**src/rtl/shift_frame_tx_if.sv**
```systemverilog
// Parallel-word handshake into the serialiser: the producer drives valid/data/order,
// and the serialiser answers with ready.
interface shift_frame_tx_if #(
    parameter int DATA_W = 8
);
    logic              in_valid;
    logic              in_ready;
    logic [DATA_W-1:0] in_data;
    logic              in_msb_first;

    modport master (
        output in_valid,
        output in_data,
        output in_msb_first,
        input  in_ready
    );

    modport slave (
        input  in_valid,
        input  in_data,
        input  in_msb_first,
        output in_ready
    );
endinterface

```
**src/rtl/shift_frame_tx.sv**
```systemverilog
// Serialiser: frames a parallel word as start/data/[parity]/stop bits on one line,
// each bit held CLKS_PER_BIT clocks, in LSB-first or MSB-first order chosen per word.
module shift_frame_tx #(
    parameter int DATA_W       = 8,
    parameter int CLKS_PER_BIT = 4,
    parameter int PARITY_EN    = 1,
    parameter int PARITY_ODD   = 0
) (
    input  logic              clk,
    input  logic              reset,
    shift_frame_tx_if.slave   in_if,
    output logic              tx_serial,
    output logic              busy,
    output logic              done
);

    localparam int CNT_W = (CLKS_PER_BIT > 1) ? $clog2(CLKS_PER_BIT) : 1;
    localparam int BIT_W = (DATA_W > 1) ? $clog2(DATA_W) : 1;
    localparam logic [CNT_W-1:0] CNT_MAX  = CNT_W'(CLKS_PER_BIT - 1);
    localparam logic [CNT_W-1:0] CNT_ZERO = CNT_W'(0);
    localparam logic [CNT_W-1:0] CNT_ONE  = CNT_W'(1);
    localparam logic [BIT_W-1:0] BIT_MAX  = BIT_W'(DATA_W - 1);
    localparam logic [BIT_W-1:0] BIT_ZERO = BIT_W'(0);
    localparam logic [BIT_W-1:0] BIT_ONE  = BIT_W'(1);

    typedef enum logic [2:0] {
        ST_IDLE   = 3'd0,
        ST_START  = 3'd1,
        ST_DATA   = 3'd2,
        ST_PARITY = 3'd3,
        ST_STOP   = 3'd4
    } state_t;

    // Parity over the data word, inverted when odd parity is selected.
    function automatic logic calc_parity(input logic [DATA_W-1:0] word);
        return (^word) ^ (PARITY_ODD != 0);
    endfunction

    state_t            state_r,     state_s;
    logic [CNT_W-1:0]  clk_cnt_r,   clk_cnt_s;
    logic [BIT_W-1:0]  bit_cnt_r,   bit_cnt_s;
    logic [DATA_W-1:0] shift_r,     shift_s;
    logic              msb_first_r, msb_first_s;
    logic              parity_r,    parity_s;
    logic              tx_r,        tx_s;
    logic              busy_r,      busy_s;
    logic              done_r,      done_s;
    logic              accept_s;
    logic              bit_end_s;

    // Ready depends on state alone so a producer may wait on it without a comb loop.
    assign in_if.in_ready = (state_r == ST_IDLE);
    assign accept_s       = in_if.in_valid && (state_r == ST_IDLE);
    assign bit_end_s      = (clk_cnt_r == CNT_MAX);

    assign tx_serial = tx_r;
    assign busy      = busy_r;
    assign done      = done_r;

    // Next-state, counter and shift-register logic.
    always_comb begin
        state_s     = state_r;
        clk_cnt_s   = clk_cnt_r;
        bit_cnt_s   = bit_cnt_r;
        shift_s     = shift_r;
        msb_first_s = msb_first_r;
        parity_s    = parity_r;
        done_s      = 1'b0;
        case (state_r)
            ST_IDLE: begin
                clk_cnt_s = CNT_ZERO;
                bit_cnt_s = BIT_ZERO;
                if (accept_s) begin
                    state_s     = ST_START;
                    shift_s     = in_if.in_data;
                    msb_first_s = in_if.in_msb_first;
                    parity_s    = calc_parity(in_if.in_data);
                end else begin
                    state_s = ST_IDLE;
                end
            end
            ST_START: begin
                if (bit_end_s) begin
                    state_s   = ST_DATA;
                    clk_cnt_s = CNT_ZERO;
                end else begin
                    clk_cnt_s = clk_cnt_r + CNT_ONE;
                end
            end
            ST_DATA: begin
                if (bit_end_s) begin
                    clk_cnt_s = CNT_ZERO;
                    if (bit_cnt_r == BIT_MAX) begin
                        bit_cnt_s = BIT_ZERO;
                        state_s   = (PARITY_EN != 0) ? ST_PARITY : ST_STOP;
                    end else begin
                        bit_cnt_s = bit_cnt_r + BIT_ONE;
                        shift_s   = msb_first_r ? (shift_r << 1) : (shift_r >> 1);
                    end
                end else begin
                    clk_cnt_s = clk_cnt_r + CNT_ONE;
                end
            end
            ST_PARITY: begin
                if (bit_end_s) begin
                    state_s   = ST_STOP;
                    clk_cnt_s = CNT_ZERO;
                end else begin
                    clk_cnt_s = clk_cnt_r + CNT_ONE;
                end
            end
            ST_STOP: begin
                if (bit_end_s) begin
                    state_s   = ST_IDLE;
                    clk_cnt_s = CNT_ZERO;
                    done_s    = 1'b1;
                end else begin
                    clk_cnt_s = clk_cnt_r + CNT_ONE;
                end
            end
            default: begin
                state_s   = ST_IDLE;
                clk_cnt_s = CNT_ZERO;
                bit_cnt_s = BIT_ZERO;
            end
        endcase
    end

    // Line level is derived from the upcoming state so tx_serial can be a flop.
    always_comb begin
        tx_s   = 1'b1;
        busy_s = (state_s != ST_IDLE);
        case (state_s)
            ST_START:  tx_s = 1'b0;
            ST_DATA:   tx_s = msb_first_s ? shift_s[DATA_W-1] : shift_s[0];
            ST_PARITY: tx_s = parity_s;
            ST_STOP:   tx_s = 1'b1;
            default:   tx_s = 1'b1;
        endcase
    end

    // State and output registers; reset forces the line high immediately.
    always_ff @(posedge clk or negedge reset) begin
        if (!reset) begin
            state_r     <= ST_IDLE;
            clk_cnt_r   <= CNT_ZERO;
            bit_cnt_r   <= BIT_ZERO;
            shift_r     <= {DATA_W{1'b0}};
            msb_first_r <= 1'b0;
            parity_r    <= 1'b0;
            tx_r        <= 1'b1;
            busy_r      <= 1'b0;
            done_r      <= 1'b0;
        end else begin
            state_r     <= state_s;
            clk_cnt_r   <= clk_cnt_s;
            bit_cnt_r   <= bit_cnt_s;
            shift_r     <= shift_s;
            msb_first_r <= msb_first_s;
            parity_r    <= parity_s;
            tx_r        <= tx_s;
            busy_r      <= busy_s;
            done_r      <= done_s;
        end
    end

endmodule

```
**src/flat_wrapper.sv**
```systemverilog
// flat-port wrapper written by rule: the top's interface ports become plain ports
module shift_frame_tx_flat 
#(
    parameter int DATA_W       = 8,
    parameter int CLKS_PER_BIT = 4,
    parameter int PARITY_EN    = 1,
    parameter int PARITY_ODD   = 0
)
  (clk, reset, tx_serial, busy, done, in_if_in_valid, in_if_in_data, in_if_in_msb_first, in_if_in_ready);
  shift_frame_tx_if #(.DATA_W(DATA_W)) in_if_i ();
  input  logic clk;
  input  logic reset;
  output logic tx_serial;
  output logic busy;
  output logic done;
  input wire logic [$bits(in_if_i.in_valid)-1:0] in_if_in_valid;
  input wire logic [$bits(in_if_i.in_data)-1:0] in_if_in_data;
  input wire logic [$bits(in_if_i.in_msb_first)-1:0] in_if_in_msb_first;
  output wire logic [$bits(in_if_i.in_ready)-1:0] in_if_in_ready;
  assign in_if_i.in_valid = in_if_in_valid;
  assign in_if_i.in_data = in_if_in_data;
  assign in_if_i.in_msb_first = in_if_in_msb_first;
  assign in_if_in_ready = in_if_i.in_ready;
  shift_frame_tx #(.DATA_W(DATA_W), .CLKS_PER_BIT(CLKS_PER_BIT), .PARITY_EN(PARITY_EN), .PARITY_ODD(PARITY_ODD)) u_core (.clk(clk), .reset(reset), .in_if(in_if_i), .tx_serial(tx_serial), .busy(busy), .done(done));
endmodule
```
**config.mk**
```make
export PLATFORM = sky130hd
export DESIGN_NAME = shift_frame_tx_flat
export DESIGN_NICKNAME = d
export VERILOG_FILES = /design/src/rtl/shift_frame_tx_if.sv /design/src/rtl/shift_frame_tx.sv /design/src/flat_wrapper.sv
export SDC_FILE = /design/constraint.sdc
export NUM_CORES = 1
export LEC_CHECK = 0
export BUFFER_PORTS_ARGS = -buffer_cell sky130_fd_sc_hd__buf_4
export CORE_MARGIN = 2
export CORE_UTILIZATION = 55
export CTS_CLUSTER_DIAMETER = 120
export CTS_CLUSTER_SIZE = 24
export DETAILED_ROUTE_END_ITERATION = 16
export PLACE_DENSITY = 0.81
export SLEW_MARGIN = 20
export SYNTH_ARGS = -nofsm -noshare
export SYNTH_HDL_FRONTEND = slang
export SYNTH_SLANG_ARGS = --single-unit
```
**constraint.sdc**
```tcl
create_clock -name clk -period 2.26 [get_ports clk]
set_input_delay 0.452 -clock clk [delete_from_list [all_inputs] [get_ports clk]]
set_output_delay 0.452 -clock clk [all_outputs]
set_load 0.05 [all_outputs]
```
Word-level counts from Yosys, hierarchy flattened. Index checks and enable logic that the tools add are counted.

Flip-flop bits (word level): 21. Output and inout port bits: 4. Logic and storage cells: 59.

Add/subtract/negate cells: 2. Equality and inequality tests: 12. Mux-type cells: 25. Bitwise logic cells: 1. Reduce and logical (&&, ||, !) cells: 9.

Operators with widths (number): $mux 8 (4); $mux 3 (7); $pmux 8 s2 (1); $pmux 3 s5 (1); $eq 3x2->1 const B (4); $mux 1 (8); $reduce_xor 8->1 (1); $eq 3x1->1 const B (2); $eq 3x3->1 const B (2); $pmux 3 s2 (1); $mux 2 (2); $ne 2x1->1 const B (2); $reduce_and 4->1 (1); $reduce_or 4->1 (1); $add 3x1->3 const B (1); $logic_not 3->1 (1); $pmux 1 s3 (1); $reduce_bool 3->1 (1); $reduce_or 3->1 (1); $add 2x1->2 const B (1); $eq 2x2->1 const B (1); $ne 2x2->1 const B (1); $reduce_and 2->1 (1); $reduce_bool 2->1 (1); other kinds (2) (2).

Logic depth before layout (Yosys ltp).
Depth in word-level cells: 6. Gate-level depth with buffers: 7. Gate-level depth less buffers: 7.

Worst setup path before layout. No wires, ideal clock.

Path kind: register to output. From: register u_core.state_r[0]. To: output in_if_in_ready. Arrival time: 1.674 ns. Data required time: 1.808 ns. Slack: 0.134 ns. Cell stages (with the launch flop): 3. Buffers on the path: 1. Cell sequence: dfrtp_1 > buf_6 > nor3_1.

Cells in the longest elaborated chain, start to end: 1.

Ends and longest elaborated chain: from (decl) (line shift_frame_tx.sv:39) `state_t state_r, state_s;`; from (signal assigned) (line shift_frame_tx.sv:155) `state_r <= state_s;`; $logic_not 3->1 (line shift_frame_tx.sv:52) `assign in_if.in_ready = (state_r == ST_IDLE);`; to (decl) (line flat_wrapper.sv:19) `output wire logic [$bits(in_if_i.in_ready)-1:0] in_if_in_ready;`.

No other way between the ends.

Final worst setup path. Same ends and word-level chain as after synthesis.

==> flow_summary.toml <==
[outcome]
status = "completed"

[global_route]
antenna_found_initial = 0
grt_pass1_wl_um = 3684
grt_start_max_net_pins = 22
grt_overflow = 0
track_usage_pct = 19.70
grt_pass1_vias = 799

[die]
coreArea_sq_mm = 0.001982
rows = 16
start_util_pct = 58.78
die_y_um = 50.02
io_pins = 16
die_area_sq_mm = 0.002502
die_w_um = 50.02

[power]
power_density_mw_per_mm2 = 706.0
p_switching_uw = 303.3
p_leak_nw = 0.6051
switching_share_pct = 32.67
p_clk_share_pct = 19.2
p_int_uw = 625.1
vdd_drop_max_mv = 0.5869
p_comb_share_pct = 30.2
pwr-share-seq_pct = 50.6

[drt]
post_drt_wl_per_cell_um = 14.14
routed_via_density = 5.503
wl_um = 2078
drt_iter0_drc = 21
num_vias = 809
drc_errors = 0
drtPass1Iterations = 4
postRouteAntennaNets = 0

[clock_network]
cts_setup_buffers = 0
clockBufferDepth = 2
cts_tree = "done"
cts_max_level = 1
clk_pin_slew_ps = 120
cts_buffers = 3
hold_buffers = 1
clockRootBuffer = "clkbuf_4"
ctsResizeCount = 0
clk_latency_ps = 310
clock_sink_count = 21

[synth]
netlist_instances = 103
ys_ff_latch = 21
ys_seq_area_share_pct = 45.22
synth.largest_area_cell = "dfrtp_1"
synth.top_cell.area_share_pct = 42.96
syn_avg_cell_area_sq_um = 11.31
synth_nets = 118
synth-edff-count = 0
async_reset_ff_share_pct = 100.0
ys_types = 38
synthFlopType = "dfrtp_1"
synth-warning-count = 0
ys_top_cells_by_area = "dfrtp_1 43%, xnor2_1 6.0%, a221o_2 5.8%"
netlist_area_sq_mm = 0.001165

[setup_path]
crit_arrival_ps = 1430
crit_fanout = 10
ff2ff_path_depth = 6
required_ps = 1810
slowest_stage = "dfrtp_1"
crit_chain = "buf_4 -> nor3_1 -> buf_4"
slowest_delay_ps = 420
reg2reg_from = "u_core.clk_cnt_r[0]"
crit_top_cell = "buf_4"
ff2ff_setup_slack_ps = 400
start_kind = "flip-flop"
cp-end-kind = "output port"
worstSetupPathType = "reg2out"
worstReg2RegEnd = "u_core.tx_serial"

[placement]
placed_area_sq_mm = 0.001277
routabilityCongestion = 0.8498
dpl.hpwl_um = 1608
dpl.cell_count = 142
io_buffers = 15

[cells_and_area]
multiInputGateArea_sq_um = 570.5
area.sequential_sq_um = 526.8
n_fill_cell = 147
drive_above_1_share_pct = 30.00
layout.nets = 136
fin_cells = 147
design_area_sq_mm = 0.001315
fin_util_pct = 66.35
area_delta_synth_final_pct = 12.89
diodes = 0

[sta]
drv_slew = 0
setup_viol_count_final = 0
fmax_mhz = 531.9
fin_skew_ps = 7.984
setup_tns_ps = 0
hold_viol = 0
rsz0062_at_grt = "false"
fin_crit_sh_pct = 83.19
max_slew_margin_pct = 58.89
tightest_slew_ps = 616.7
min_period_ps = 1880

[run]
drv_cap = 0

[hold_path]
worstHoldStart = "in_if_in_data[3]"
min_to = "u_core.shift_r[3]"
hold_depth = 2
hp-class = "in2reg"
[area by class of cell]
type / count / area share (%)
clock inverter: 1 / 0.3806
sequential: 21 / 40.06
tap: 27 / 2.569
multi-input combinational: 72 / 43.39
timing repair buffer: 18 / 10.47
clock buffer: 3 / 1.713
inverter: 5 / 1.427
[Yosys cell counts (2+ instances only)]
cell / n
a21oi_1: 3
a221o_2: 6
buf_6: 3
dfrtp_1: 20
ha_1: 3
inv_1: 5
mux2i_1: 6
nand2_1: 5
nor2_1: 10
nor3_1: 2
o21ai_0: 6
xnor2_1: 8
[layout by cell type, fill, tap and decap left out, types with 5 or more instances in the layout]
cell | synthesis | routed
a221o_2 | 6 | 6
xnor2_1 | 8 | 8
nand2_1 | 5 | 5
buf_4 | 1 | 17
inv_1 | 5 | 5
o21ai_0 | 6 | 6
dfrtp_1 | 20 | 20
nor2_1 | 10 | 10
mux2i_1 | 6 | 6
[through the flow]
stage / setup WS (ps) / hold WS, ps / power [mW]
global route: 231.8 / 366.7 / 0.9931
CTS: 358.3 / 374.9 / 0.9374
detailed placement: 414.2 / 347.5 / 0.7572
global placement: 472.0 / 344.5 / 0.7490
floorplan: 133.6 / 156.4 / 0.6855
finish: 379.9 / 383.8 / 0.9284
[how the worst max path moves through the flow]
stage	from	end	slack [ps]	depth (start not counted)
floorplan	u_core.state_r[0]	in_if_in_ready	130	2
global placement	u_core.clk_cnt_r[0]	u_core.tx_serial	470	6
detailed placement	u_core.clk_cnt_r[0]	u_core.tx_serial	410	6
CTS	u_core.state_r[0]	in_if_in_ready	360	3
global route	u_core.clk_cnt_r[0]	u_core.tx_serial	230	6
finish	u_core.state_r[0]	in_if_in_ready	380	3
[metal layers]
metal	up-vias	track usage, %	share of wire, %
li1	409	-	-
met3	2	6.364	4.5
met1	384	25.88	47
met4	0	5.093	0.63
met2	14	31.14	48
met5	-	0	0
[registers in the layout, indices dropped and copies added (netlist names)]
register / cells
u_core.shift_r: 8
u_core.bit_cnt_r: 3
u_core.state_r: 3
u_core.clk_cnt_r: 2
u_core.busy: 1
u_core.done: 1
u_core.msb_first_r: 1
u_core.parity_r: 1
u_core.tx_serial: 1
[kinds of logic (layout without fill, tap and decap cells)]
kind of cell | Yosys count | count (layout) | synth area share [%]
xor+xnor | 8 | 8 | 6.015
mux | 7 | 7 | 6.123
flops | 21 | 21 | 45.22
fa+ha+maj | 3 | 3 | 3.223
buf+inv | 10 | 27 | 5.801
compound gates | 27 | 27 | 19.12
simple gates | 27 | 27 | 14.50
[critical path, delay by kind of cell (launching register included)]
family | cells | cell delay, ps
buffers and inverters | 2 | 440
flip-flops | 1 | 420
AND/OR/NAND/NOR | 1 | 260
[power by group through the flow]
stage / clock, mW / sequential, mW / combinational [mW]
floorplan: 0 / 0.483 / 0.202
global placement: 0 / 0.474 / 0.275
detailed placement: 0 / 0.476 / 0.281
CTS: 0.185 / 0.469 / 0.283
global route: 0.205 / 0.475 / 0.313
finish: 0.178 / 0.470 / 0.280
No activity file was read; power rests on OpenSTA's default activity.
